$ cat src/rtl/io_fifo_port.sv
// io_fifo_port: CPU-side I/O port.
//   Inbound : DEPTH-entry first-word-fall-through FIFO (device -> CPU).
//   Outbound: one-entry valid/ready holding register (CPU -> device).
//   irq     : level pending flag, raised by inbound pushes, cleared by irq_ack.
// Optional build macro IO_IRQ_THRESH_EN: when defined, irq is raised only by a
// push that brings the fill level to IRQ_THRESH or above.
module io_fifo_port #(
    parameter int DATA_W     = 16,
    parameter int DEPTH      = 8,
    parameter int IRQ_THRESH = 4
) (
    input  logic                       clk,
    input  logic                       rst,
    input  logic [DATA_W-1:0]          ext_in_data,
    input  logic                       ext_in_valid,
    output logic                       ext_in_ready,
    input  logic                       cpu_rd_en,
    output logic [DATA_W-1:0]          cpu_rd_data,
    output logic                       cpu_in_empty,
    output logic [$clog2(DEPTH):0]     in_count,
    input  logic                       cpu_wr_en,
    input  logic [DATA_W-1:0]          cpu_wr_data,
    output logic                       cpu_out_busy,
    output logic [DATA_W-1:0]          ext_out_data,
    output logic                       ext_out_valid,
    input  logic                       ext_out_ready,
    output logic                       irq,
    input  logic                       irq_ack,
    output logic                       ovf
);

    localparam int PTR_W = $clog2(DEPTH);
    localparam int CNT_W = PTR_W + 1;

    // Elaboration-time sanity checks on the configuration.
    if ((DEPTH < 2) || ((DEPTH & (DEPTH - 1)) != 0)) begin : g_bad_depth
        $error("io_fifo_port: DEPTH must be a power of 2 and at least 2");
    end
    if ((IRQ_THRESH < 1) || (IRQ_THRESH > DEPTH)) begin : g_bad_thresh
        $error("io_fifo_port: IRQ_THRESH must lie in 1..DEPTH");
    end

    // Inbound FIFO state
    logic [DATA_W-1:0] mem_r [DEPTH];
    logic [PTR_W-1:0]  wr_ptr_r;
    logic [PTR_W-1:0]  rd_ptr_r;
    logic [CNT_W-1:0]  count_r;
    logic [CNT_W-1:0]  count_next_s;
    logic              push_s;
    logic              pop_s;

    // Outbound holding register and status state
    logic [DATA_W-1:0] out_data_r;
    logic              out_valid_r;
    logic              out_busy_s;
    logic              out_load_s;
    logic              out_drain_s;
    logic              ovf_r;
    logic              irq_r;
    logic              irq_set_s;

    // Handshake decode: a pop on an empty FIFO is simply not a pop.
    assign ext_in_ready = (count_r != CNT_W'(DEPTH));
    assign push_s       = ext_in_valid && ext_in_ready;
    assign pop_s        = cpu_rd_en && (count_r != {CNT_W{1'b0}});

    assign cpu_in_empty = (count_r == {CNT_W{1'b0}});
    assign in_count     = count_r;
    assign cpu_rd_data  = mem_r[rd_ptr_r];

    // Outbound decode: a draining register can accept a new word in the same cycle.
    assign out_busy_s   = out_valid_r && !ext_out_ready;
    assign out_load_s   = cpu_wr_en && !out_busy_s;
    assign out_drain_s  = out_valid_r && ext_out_ready;
    assign cpu_out_busy = out_busy_s;
    assign ext_out_data = out_data_r;
    assign ext_out_valid = out_valid_r;
    assign ovf          = ovf_r;
    assign irq          = irq_r;

    // Next fill level; push and pop together leave it unchanged.
    always_comb begin
        count_next_s = count_r;
        case ({push_s, pop_s})
            2'b10:   count_next_s = count_r + CNT_W'(1);
            2'b01:   count_next_s = count_r - CNT_W'(1);
            default: count_next_s = count_r;
        endcase
    end

    // Interrupt set condition for the current cycle.
    always_comb begin
        irq_set_s = 1'b0;
`ifdef IO_IRQ_THRESH_EN
        if (push_s && (count_next_s >= CNT_W'(IRQ_THRESH))) begin
            irq_set_s = 1'b1;
        end else begin
            irq_set_s = 1'b0;
        end
`else
        if (push_s) begin
            irq_set_s = 1'b1;
        end else begin
            irq_set_s = 1'b0;
        end
`endif
    end

    // FIFO storage write; storage is intentionally not reset.
    always_ff @(posedge clk) begin
        if (push_s) begin
            mem_r[wr_ptr_r] <= ext_in_data;
        end
    end

    // FIFO pointers and fill level; pointers wrap naturally at DEPTH.
    always_ff @(posedge clk or negedge rst) begin
        if (!rst) begin
            wr_ptr_r <= {PTR_W{1'b0}};
            rd_ptr_r <= {PTR_W{1'b0}};
            count_r  <= {CNT_W{1'b0}};
        end else begin
            if (push_s) begin
                wr_ptr_r <= wr_ptr_r + PTR_W'(1);
            end
            if (pop_s) begin
                rd_ptr_r <= rd_ptr_r + PTR_W'(1);
            end
            count_r <= count_next_s;
        end
    end

    // Outbound holding register; data only changes on an accepted CPU write.
    always_ff @(posedge clk or negedge rst) begin
        if (!rst) begin
            out_data_r  <= {DATA_W{1'b0}};
            out_valid_r <= 1'b0;
        end else if (out_load_s) begin
            out_data_r  <= cpu_wr_data;
            out_valid_r <= 1'b1;
        end else if (out_drain_s) begin
            out_valid_r <= 1'b0;
        end
    end

    // Sticky overflow: a CPU write arrived while the register was stalled.
    always_ff @(posedge clk or negedge rst) begin
        if (!rst) begin
            ovf_r <= 1'b0;
        end else if (cpu_wr_en && out_busy_s) begin
            ovf_r <= 1'b1;
        end
    end

    // Interrupt pending flag; a new set beats a coincident acknowledge.
    always_ff @(posedge clk or negedge rst) begin
        if (!rst) begin
            irq_r <= 1'b0;
        end else if (irq_set_s) begin
            irq_r <= 1'b1;
        end else if (irq_ack) begin
            irq_r <= 1'b0;
        end
    end

endmodule

$ cat config.mk
export PLATFORM = sky130hd
export DESIGN_NAME = io_fifo_port
export DESIGN_NICKNAME = d
export VERILOG_FILES = /design/src/rtl/io_fifo_port.sv
export SDC_FILE = /design/constraint.sdc
export NUM_CORES = 1
export LEC_CHECK = 0
export CORE_ASPECT_RATIO = 0.7
export CORE_MARGIN = 3
export CORE_UTILIZATION = 52
export DETAILED_ROUTE_END_ITERATION = 8
export PLACE_DENSITY_LB_ADDON = 0.08
export SETUP_SLACK_MARGIN = 0.4
export SLEW_MARGIN = 20
export SYNTH_ARGS = -nofsm -noshare
export SYNTH_HDL_FRONTEND = slang
export SYNTH_SLANG_ARGS = --single-unit
export TNS_END_PERCENT = 5
$ cat constraint.sdc
create_clock -name clk -period 5.52 [get_ports clk]
set_clock_uncertainty 0.1 [all_clocks]
set_input_delay 1.104 -clock clk [delete_from_list [all_inputs] [get_ports clk]]
set_output_delay 1.104 -clock clk [all_outputs]
set_load 0.005 [all_outputs]
==> reports/qor.json, run 1 <==
{
  "sta": {
    "setup-tns-final_ps": 0,
    "drv_slew": 0,
    "fin_ws_ps": 1340,
    "final-setup-viol-count": 0,
    "max_freq_ghz": 0.239,
    "worst_slew_pin_slew_ps": 1070,
    "slew_headroom": 0.287,
    "post-route-period-util": 0.758,
    "rsz0062_at_grt": "false",
    "layout_min_cycle_time_ps": 4180,
    "finalHoldViolations": 0
  },
  "worst_setup_path": {
    "startpoint_type": "flop",
    "cp_data_required_time_ps": 4320,
    "critPathArrivalTime_ps": 2980,
    "worst-path-max-fanout": 16,
    "worstPathCellList": "buf_4 -> mux4_1 -> mux2_2 -> clkdlybuf4s50_1",
    "timing.setup.critical_path_class": "flop to output port",
    "reg2reg_setup_slack_ps": 2310,
    "r2r.worst_path.cells": 7,
    "crit-reg2reg-capture": "in_count[3]",
    "critPathTopFamily": "flip-flops",
    "critical_path_buf_inv_count": 2,
    "cpMaxStageDelayCell": "dfrtp_1",
    "critical_path.max_stage_delay_ps": 900,
    "worst_setup_path_end_kind": "output port",
    "crit-reg2reg-launch": "in_count[3]"
  },
  "cells_and_area": {
    "multiInputGateArea_sq_um": 1600,
    "insertedDiodeCount": 0,
    "area.sequential_sq_um": 4570,
    "design.final.nets": 437,
    "fill_cells": 734,
    "area.growth.synth_to_final_pct": 24.9,
    "utilization": 0.688,
    "stdcell_area_sq_um": 7830,
    "post_route_cells_drive_above_1_share": 0.202
  },
  "place": {
    "place_hpwl_mm": 6.74,
    "port-buffer-count": 80,
    "placedInstanceArea_sq_um": 7270,
    "gp_congestion": 0.746,
    "pre_cts_ws_ps": 1730
  },
  "yosys": {
    "async_reset_ff_frac": 0.185,
    "synth_largest_type_area_fraction": 0.613,
    "synth_commonest_cells": "128 x edfxtp_1, 33 x mux2_2, 29 x dfrtp_1",
    "synth-edff-count": 128,
    "synth_area_sq_um": 6270,
    "number_of_register_bits_inferred_by_synthesis": 157,
    "yosys.area.top_type": "edfxtp_1",
    "post_synth.cell_area_avg_sq_um": 21.1,
    "synthFlopType": "edfxtp_1",
    "synth_area_leaders": "edfxtp_1 61%, dfrtp_1 12%, mux4_1 10%, mux2_2 5.9%, mux4_2 2.5%",
    "netlist_instances": 297,
    "seq_area_frac_synth": 0.729,
    "synth-warning-count": 0,
    "synthDistinctLibCells": 35,
    "synthMostInstantiatedCell": "edfxtp_1",
    "syn-num-nets": 342
  },
  "outcome": {
    "outcome": "finished clean"
  },
  "global_routing": {
    "globalRouteOverflowTotal": 0,
    "grt_start_max_net_pins": 30,
    "initial_antenna_violation_count": 0,
    "global_route_wire_length_before_repair_mm": 17.4,
    "first_global_vias": 3159,
    "grt_util_all_layers": 0.178
  },
  "route": {
    "drtPass1Iterations": 4,
    "vias": 3088,
    "routedWlPerCell_um": 19.9,
    "starting_drc_count_in_detailed_routing": 224,
    "routed_via_density": 5.53,
    "antenna_left": 0,
    "wirelength_mm": 11.1,
    "drc": 0
  },
  "min_path": {
    "hold_path_startpoint": "ovf",
    "hold_path_cells": 1,
    "min_path_type": "flop to flop",
    "hold-path-endpoint": "ovf"
  },
  "die": {
    "initial_core_util": 0.551,
    "design.core.area_sq_um": 11400,
    "design.die.area_sq_um": 13400,
    "floorplan.rows": 32,
    "die_width_um": 137,
    "die_ht_um": 97.9,
    "top_level_ports": 81
  },
  "job": {
    "max_cap_violations": 0
  },
  "power": {
    "worst_ir_drop_vdd_mv": 0.299,
    "pwr_density_nw_per_um2": 493,
    "static-leakage-power_nw": 2.75,
    "power.total_w": 0.00386
  },
  "cts": {
    "hold_buffers": 0,
    "clock_latency_ps": 410,
    "worst_setup_hold_path_clk_slew_ps": 60,
    "cts-htree-levels": 4,
    "clock_tree_from_tritoncts": "yes",
    "clock_tree.root_cell": "clkbuf_16",
    "post_cts_resize_count": 0,
    "clockBufferDepth": 2,
    "tritoncts_num_sinks": 157,
    "post_cts_buffers": 0,
    "cts_inserted_buffers": 17
  }
}
==> sequential cells by signal, summed over array words and instances (netlist names) <==
register / cells
in_count: 4
ext_out_valid: 1
ovf: 1
ext_out_data: 16
wr_ptr_r: 3
rd_ptr_r: 3
mem_r: 128
irq: 1
==> cell type report <==
type | count | area share
sequential | 157 | 0.584
multi-input combinational | 119 | 0.205
timing repair buffer | 90 | 0.112
clock buffer | 20 | 0.0558
tap | 153 | 0.0245
clock inverter | 12 | 0.0157
inverter | 7 | 0.00336
==> per-stage QoR <==
| stage | cells | hold slack, ps |
|---|---|---|
| 6_report | 558 | 365 |
| 5_1_grt | 558 | 400 |
| 4_1_cts | 558 | 369 |
| 3_5_place_dp | 526 | 350 |
| 3_3_place_gp | 526 | 342 |
| 2_1_floorplan | 297 | 351 |
==> layout by cell type, fill, tap and decap left out, types with 2 or more instances in the layout <==
master           Yosys  final
mux2_2              33     33
ha_1                 5      5
clkbuf_16            0     17
nand2b_1             4      4
inv_1                7      7
clkinvlp_4           0      3
mux4_1              25     25
nor3b_1              3      3
clkbuf_1             3      3
mux4_2               7      7
edfxtp_1           128    128
nand2_1              7      7
buf_4                0     10
nor3_4               0      2
xnor2_1              5      5
clkinv_4             0      2
a21oi_1              2      2
bufinv_16            0      2
o21ai_0              2      2
clkdlybuf4s50_1      0     80
clkinv_1             0      2
nor2_1               6      6
dfrtp_1             29     29
clkinv_2             0      3
nand3_1              4      4
==> worst reg2reg max path, delay by kind of cell (launching register included) <==
family | cells | cell delay [ps]
buffers and inverters | 1 | 170
and+or+nand+nor | 1 | 670
DFF | 1 | 450
adders and majority gates | 2 | 720
AOI/OAI and AO/OA | 3 | 990
==> power by group <==
part	total, W	internal, W	switching (W)	leakage, nW
Sequential	0.00165	0.00149	0.000161	1.50
Combinational	0.00110	0.000677	0.000425	0.986
Clock	0.00110	0.000660	0.000443	0.265
Total	0.00386	0.00283	0.00103	2.75
==> cell families after synthesis <==
| family | count (synthesis) | share of synthesized area |
|---|---|---|
| DFF | 157 | 0.729 |
| adders and majority gates | 6 | 0.0132 |
| and+or+nand+nor | 31 | 0.0274 |
| xor gates and xnor gates | 6 | 0.00838 |
| buffers and inverters | 21 | 0.0186 |
| muxes | 67 | 0.193 |
| AOI/OAI and AO/OA | 9 | 0.0102 |
==> per-layer routing <==
layer | GRT usage | wire length (um) | vias to the layer above
met5 | 0 | 0 | -
met2 | 0.266 | 5180 | 75
li1 | - | - | 1414
met4 | 0.0452 | 89 | 0
met3 | 0.0602 | 610 | 10
met1 | 0.256 | 5210 | 1589
==> worst max-delay path by stage <==
stage,startpoint,slack (ps),end,cells past startpoint
4_1_cts,rd_ptr_r[0],1280,cpu_rd_data[11],4
3_3_place_gp,rd_ptr_r[0],1760,cpu_rd_data[13],4
2_1_floorplan,cpu_rd_en,2440,in_count[3],7
5_1_grt,rd_ptr_r[0],1180,cpu_rd_data[7],4
6_report,rd_ptr_r[0],1340,cpu_rd_data[11],4
3_5_place_dp,rd_ptr_r[0],1730,cpu_rd_data[11],4
No activity file was read; power rests on OpenSTA's default activity.
==> inputs of run 2 (changes only) <==
CORE_UTILIZATION = 49   (was 52)
clock period = 3.4 ns   (was 5.52 ns; I/O delays follow)
==> run 2 against run 1 <==
  * Sequential share of layout area decreased by 1.6 points
  * Total power increased by 72%
  * Critical path depth rose by 2
==> reports/qor.json, run 2 (same netlist as run 1, synthesis figures left out) <==
{
  "worst_setup_path": {
    "cpMaxStageDelayCell": {"value": "mux4_2", "change": "was dfrtp_1"},
    "reg2reg_setup_slack": {"value": 360, "unit": "ps", "change": "was 2310 ps"},
    "critPathArrivalTime": {"value": 2360, "unit": "ps", "change": "was 2980 ps"},
    "startpoint_type": {"value": "flop", "change": "unchanged"},
    "cp_data_required_time": {"value": 2620, "unit": "ps", "change": "was 4320 ps"},
    "critical_path.max_stage_delay": {"value": 430, "unit": "ps", "change": "was 900 ps"},
    "worst-path-max-fanout": {"value": 5, "change": "was 16"},
    "worst_setup_path_end_kind": {"value": "output port", "change": "unchanged"},
    "worstPathCellList": {"value": "buf_4 -> buf_6 -> bufbuf_16 -> mux4_2 -> mux2_2 -> dlygate4sd2_1", "change": "was buf_4 -> mux4_1 -> mux2_2 -> clkdlybuf4s50_1"},
    "timing.setup.critical_path_class": {"value": "flop to output port", "change": "unchanged"}
  },
  "sta": {
    "drv_slew": {"value": 0, "change": "unchanged"},
    "post-route-period-util": 0.924,
    "finalHoldViolations": {"value": 0, "change": "unchanged"},
    "max_freq_ghz": 0.318,
    "worst_slew_pin_slew": {"value": 686, "unit": "ps", "change": "was 1070 ps"},
    "rsz0062_at_grt": {"value": "true", "change": "was false"},
    "final-setup-viol-count": {"value": 0, "change": "unchanged"},
    "setup-tns-final": {"value": 0, "unit": "ps", "change": "unchanged"},
    "layout_min_cycle_time_ps": 3140,
    "slew_headroom": {"value": 0.542, "change": "was 0.287"}
  },
  "die": {
    "die_ht": {"value": 101, "unit": "um", "change": "was 97.9 um"},
    "floorplan.rows": {"value": 33, "change": "was 32"},
    "initial_core_util": {"value": 0.518, "change": "was 0.551"},
    "top_level_ports": {"value": 81, "change": "unchanged"},
    "design.die.area": {"value": 14200, "unit": "sq um", "change": "was 13,400 sq um"},
    "design.core.area": {"value": 12100, "unit": "sq um", "change": "was 11,400 sq um"},
    "die_width": {"value": 141, "unit": "um", "change": "was 137 um"}
  },
  "global_routing": {
    "global_route_wire_length_before_repair": {"value": 19.5, "unit": "mm", "change": "was 17.4 mm"},
    "globalRouteMet1Util": {"value": 0.259, "change": "was 0.256"},
    "first_global_vias": {"value": 3383, "change": "was 3,159"},
    "initial_antenna_violation_count": {"value": 0, "change": "unchanged"},
    "busiest_layer_in_global_routing": {"value": "met2", "change": "unchanged"},
    "grt_util_all_layers": {"value": 0.188, "change": "was 0.178"},
    "grtUsageMet2": {"value": 0.300, "change": "was 0.266"},
    "globalRouteOverflowTotal": {"value": 0, "change": "unchanged"},
    "grt_start_max_net_pins": {"value": 35, "change": "was 30"},
    "gr-usage-met3": {"value": 0.0460, "change": "was 0.0602"}
  },
  "cts": {
    "clock_tree.root_cell": {"value": "clkbuf_16", "change": "unchanged"},
    "cts_inserted_buffers": {"value": 17, "change": "unchanged"},
    "worst_setup_hold_path_clk_slew": {"value": 60, "unit": "ps", "change": "about the same"},
    "clock_latency": {"value": 420, "unit": "ps", "change": "was 410 ps"},
    "hold_buffers": {"value": 0, "change": "unchanged"},
    "cts-htree-levels": {"value": 4, "change": "unchanged"},
    "clockBufferDepth": {"value": 2, "change": "unchanged"},
    "clock_tree_from_tritoncts": {"value": "yes", "change": "unchanged"},
    "tritoncts_num_sinks": {"value": 157, "change": "unchanged"}
  },
  "cells_and_area": {
    "area.sequential": {"value": 4570, "unit": "sq um", "change": "about the same"},
    "multiInputGateArea": {"value": 1570, "unit": "sq um", "change": "was 1600 sq um"},
    "design.final.nets": {"value": 453, "change": "was 437"},
    "final_common_cell": {"value": "edfxtp_1", "change": "unchanged"},
    "fill_cells": {"value": 785, "change": "was 734"},
    "final-instance-count-excl-fill": {"value": 577, "change": "was 558"},
    "post_route_cells_drive_above_1_share": {"value": 0.257, "change": "was 0.202"},
    "layout.cells.most_common_list": {"value": "128 x edfxtp_1, 71 x clkdlybuf4s50_1, 33 x mux2_2, 28 x dfrtp_1, 18 x mux4_1", "change": "was 128 x edfxtp_1, 80 x clkdlybuf4s50_1, 33 x mux2_2, 29 x dfrtp_1, 25 x mux4_1"},
    "area.growth.synth_to_final": {"value": 28.5, "unit": "%", "change": "was 24.9%"},
    "largest_register_ff_count": {"value": 128, "change": "unchanged"},
    "registers.top_by_ff_count": {"value": "mem_r", "change": "unchanged"},
    "insertedDiodeCount": {"value": 0, "change": "unchanged"}
  },
  "route": {
    "drc": {"value": 0, "change": "unchanged"},
    "routed_via_density": {"value": 5.47, "change": "was 5.53"},
    "wirelength": {"value": 12.1, "unit": "mm", "change": "was 11.1 mm"},
    "starting_drc_count_in_detailed_routing": {"value": 181, "change": "was 224"},
    "antenna_left": {"value": 0, "change": "unchanged"},
    "drtPass1Iterations": {"value": 4, "change": "unchanged"},
    "vias": {"value": 3159, "change": "was 3,088"},
    "routedWlPerCell": {"value": 20.9, "unit": "um", "change": "was 19.9 um"}
  },
  "place": {
    "gp_congestion": {"value": 0.686, "change": "was 0.746"},
    "post-place-cells": {"value": 538, "change": "was 526"},
    "place_hpwl": {"value": 7.31, "unit": "mm", "change": "was 6.74 mm"},
    "port-buffer-count": {"value": 80, "change": "unchanged"}
  },
  "power": {
    "static-leakage-power": {"value": 2.88, "unit": "nW", "change": "was 2.75 nW"},
    "worst_ir_drop_vdd": {"value": 0.437, "unit": "mV", "change": "was 0.299 mV"},
    "pwr_density": {"value": 822, "unit": "nW/um^2", "change": "was 493 nW/um^2"}
  },
  "job": {
    "max_cap_violations": {"value": 0, "change": "unchanged"}
  },
  "min_path": {
    "min_path_type": {"value": "flop to flop", "change": "unchanged"}
  },
  "outcome": {
    "outcome": {"value": "finished clean", "change": "unchanged"}
  }
}
-- run 2: cell types whose count changed in the layout (fill, tap and decap cells not counted), sizes merged, moves of 3 or more --
cell and delta:
clkdlybuf4s50 -9, clkbuf -3, dlygate4sd2 +8, buf +15, inv +3
-- run 2: worst paths after layout --
kind | start | to | depth (start not counted)
worst max-delay path | rd_ptr_r[0] | cpu_rd_data[8] | 6
worst min-delay path | ovf | ovf | 1
worst max register to register | in_count[3] | in_count[3] | 7
worst min register to register | ovf | ovf | 1
max in group asynchronous | rst | rd_ptr_r[0] | 2
min in group asynchronous | rst | ext_out_data[6] | 2
-- run 2: final cells by class --
| cell class | count | share of cell area |
|---|---|---|
| inverters | 7 | 0.00326 |
| multi-input cells | 119 | 0.194 |
| clock inverters | 14 | 0.0207 |
| flip-flops and latches | 157 | 0.568 |
| clock buffers | 17 | 0.0528 |
| well taps | 157 | 0.0244 |
| repair buffers | 106 | 0.137 |
-- run 2: per-layer routing --
metal	vias up	wire length [um]
met5	-	0
met4	0	102
met3	11	347
met2	64	6070
met1	1643	5550
li1	1441	-
-- run 2: metrics by stage --
stage | setup WS [ps] | utilization | power [W] | area (sq um) | hold slack (ps)
CTS | 223 | 0.668 | 0.00669 | 8080 | 362
global route | 190 | 0.666 | 0.00695 | 8050 | 391
floorplan | 504 | - | 0.00372 | 6270 | 284
finish | 260 | 0.666 | 0.00662 | 8050 | 361
global placement | 336 | 0.606 | 0.00455 | 7330 | 339
detailed placement | 238 | 0.606 | 0.00460 | 7330 | 348
-- run 2: repair_timing --
item                       CTS  global route
setup endpoints to repair   17            17
cloned                       3             0
hold endpoints to repair     0             0
resized for setup           13             8
setup buffers                5             0
pin swaps                    0             0
-- run 2: power breakdown --
part / total [W] / switching [W] / internal [W] / leakage [nW]
Combinational: 0.00216 / 0.000882 / 0.00128 / 1.10
Clock: 0.00188 / 0.000728 / 0.00115 / 0.285
Sequential: 0.00258 / 0.000158 / 0.00242 / 1.50
-- run 2: critical path, delay by kind of cell, from the launching register on --
family | cells | cell delay [ps]
muxes | 2 | 710
DFF | 1 | 420
buffers and inverters | 4 | 820
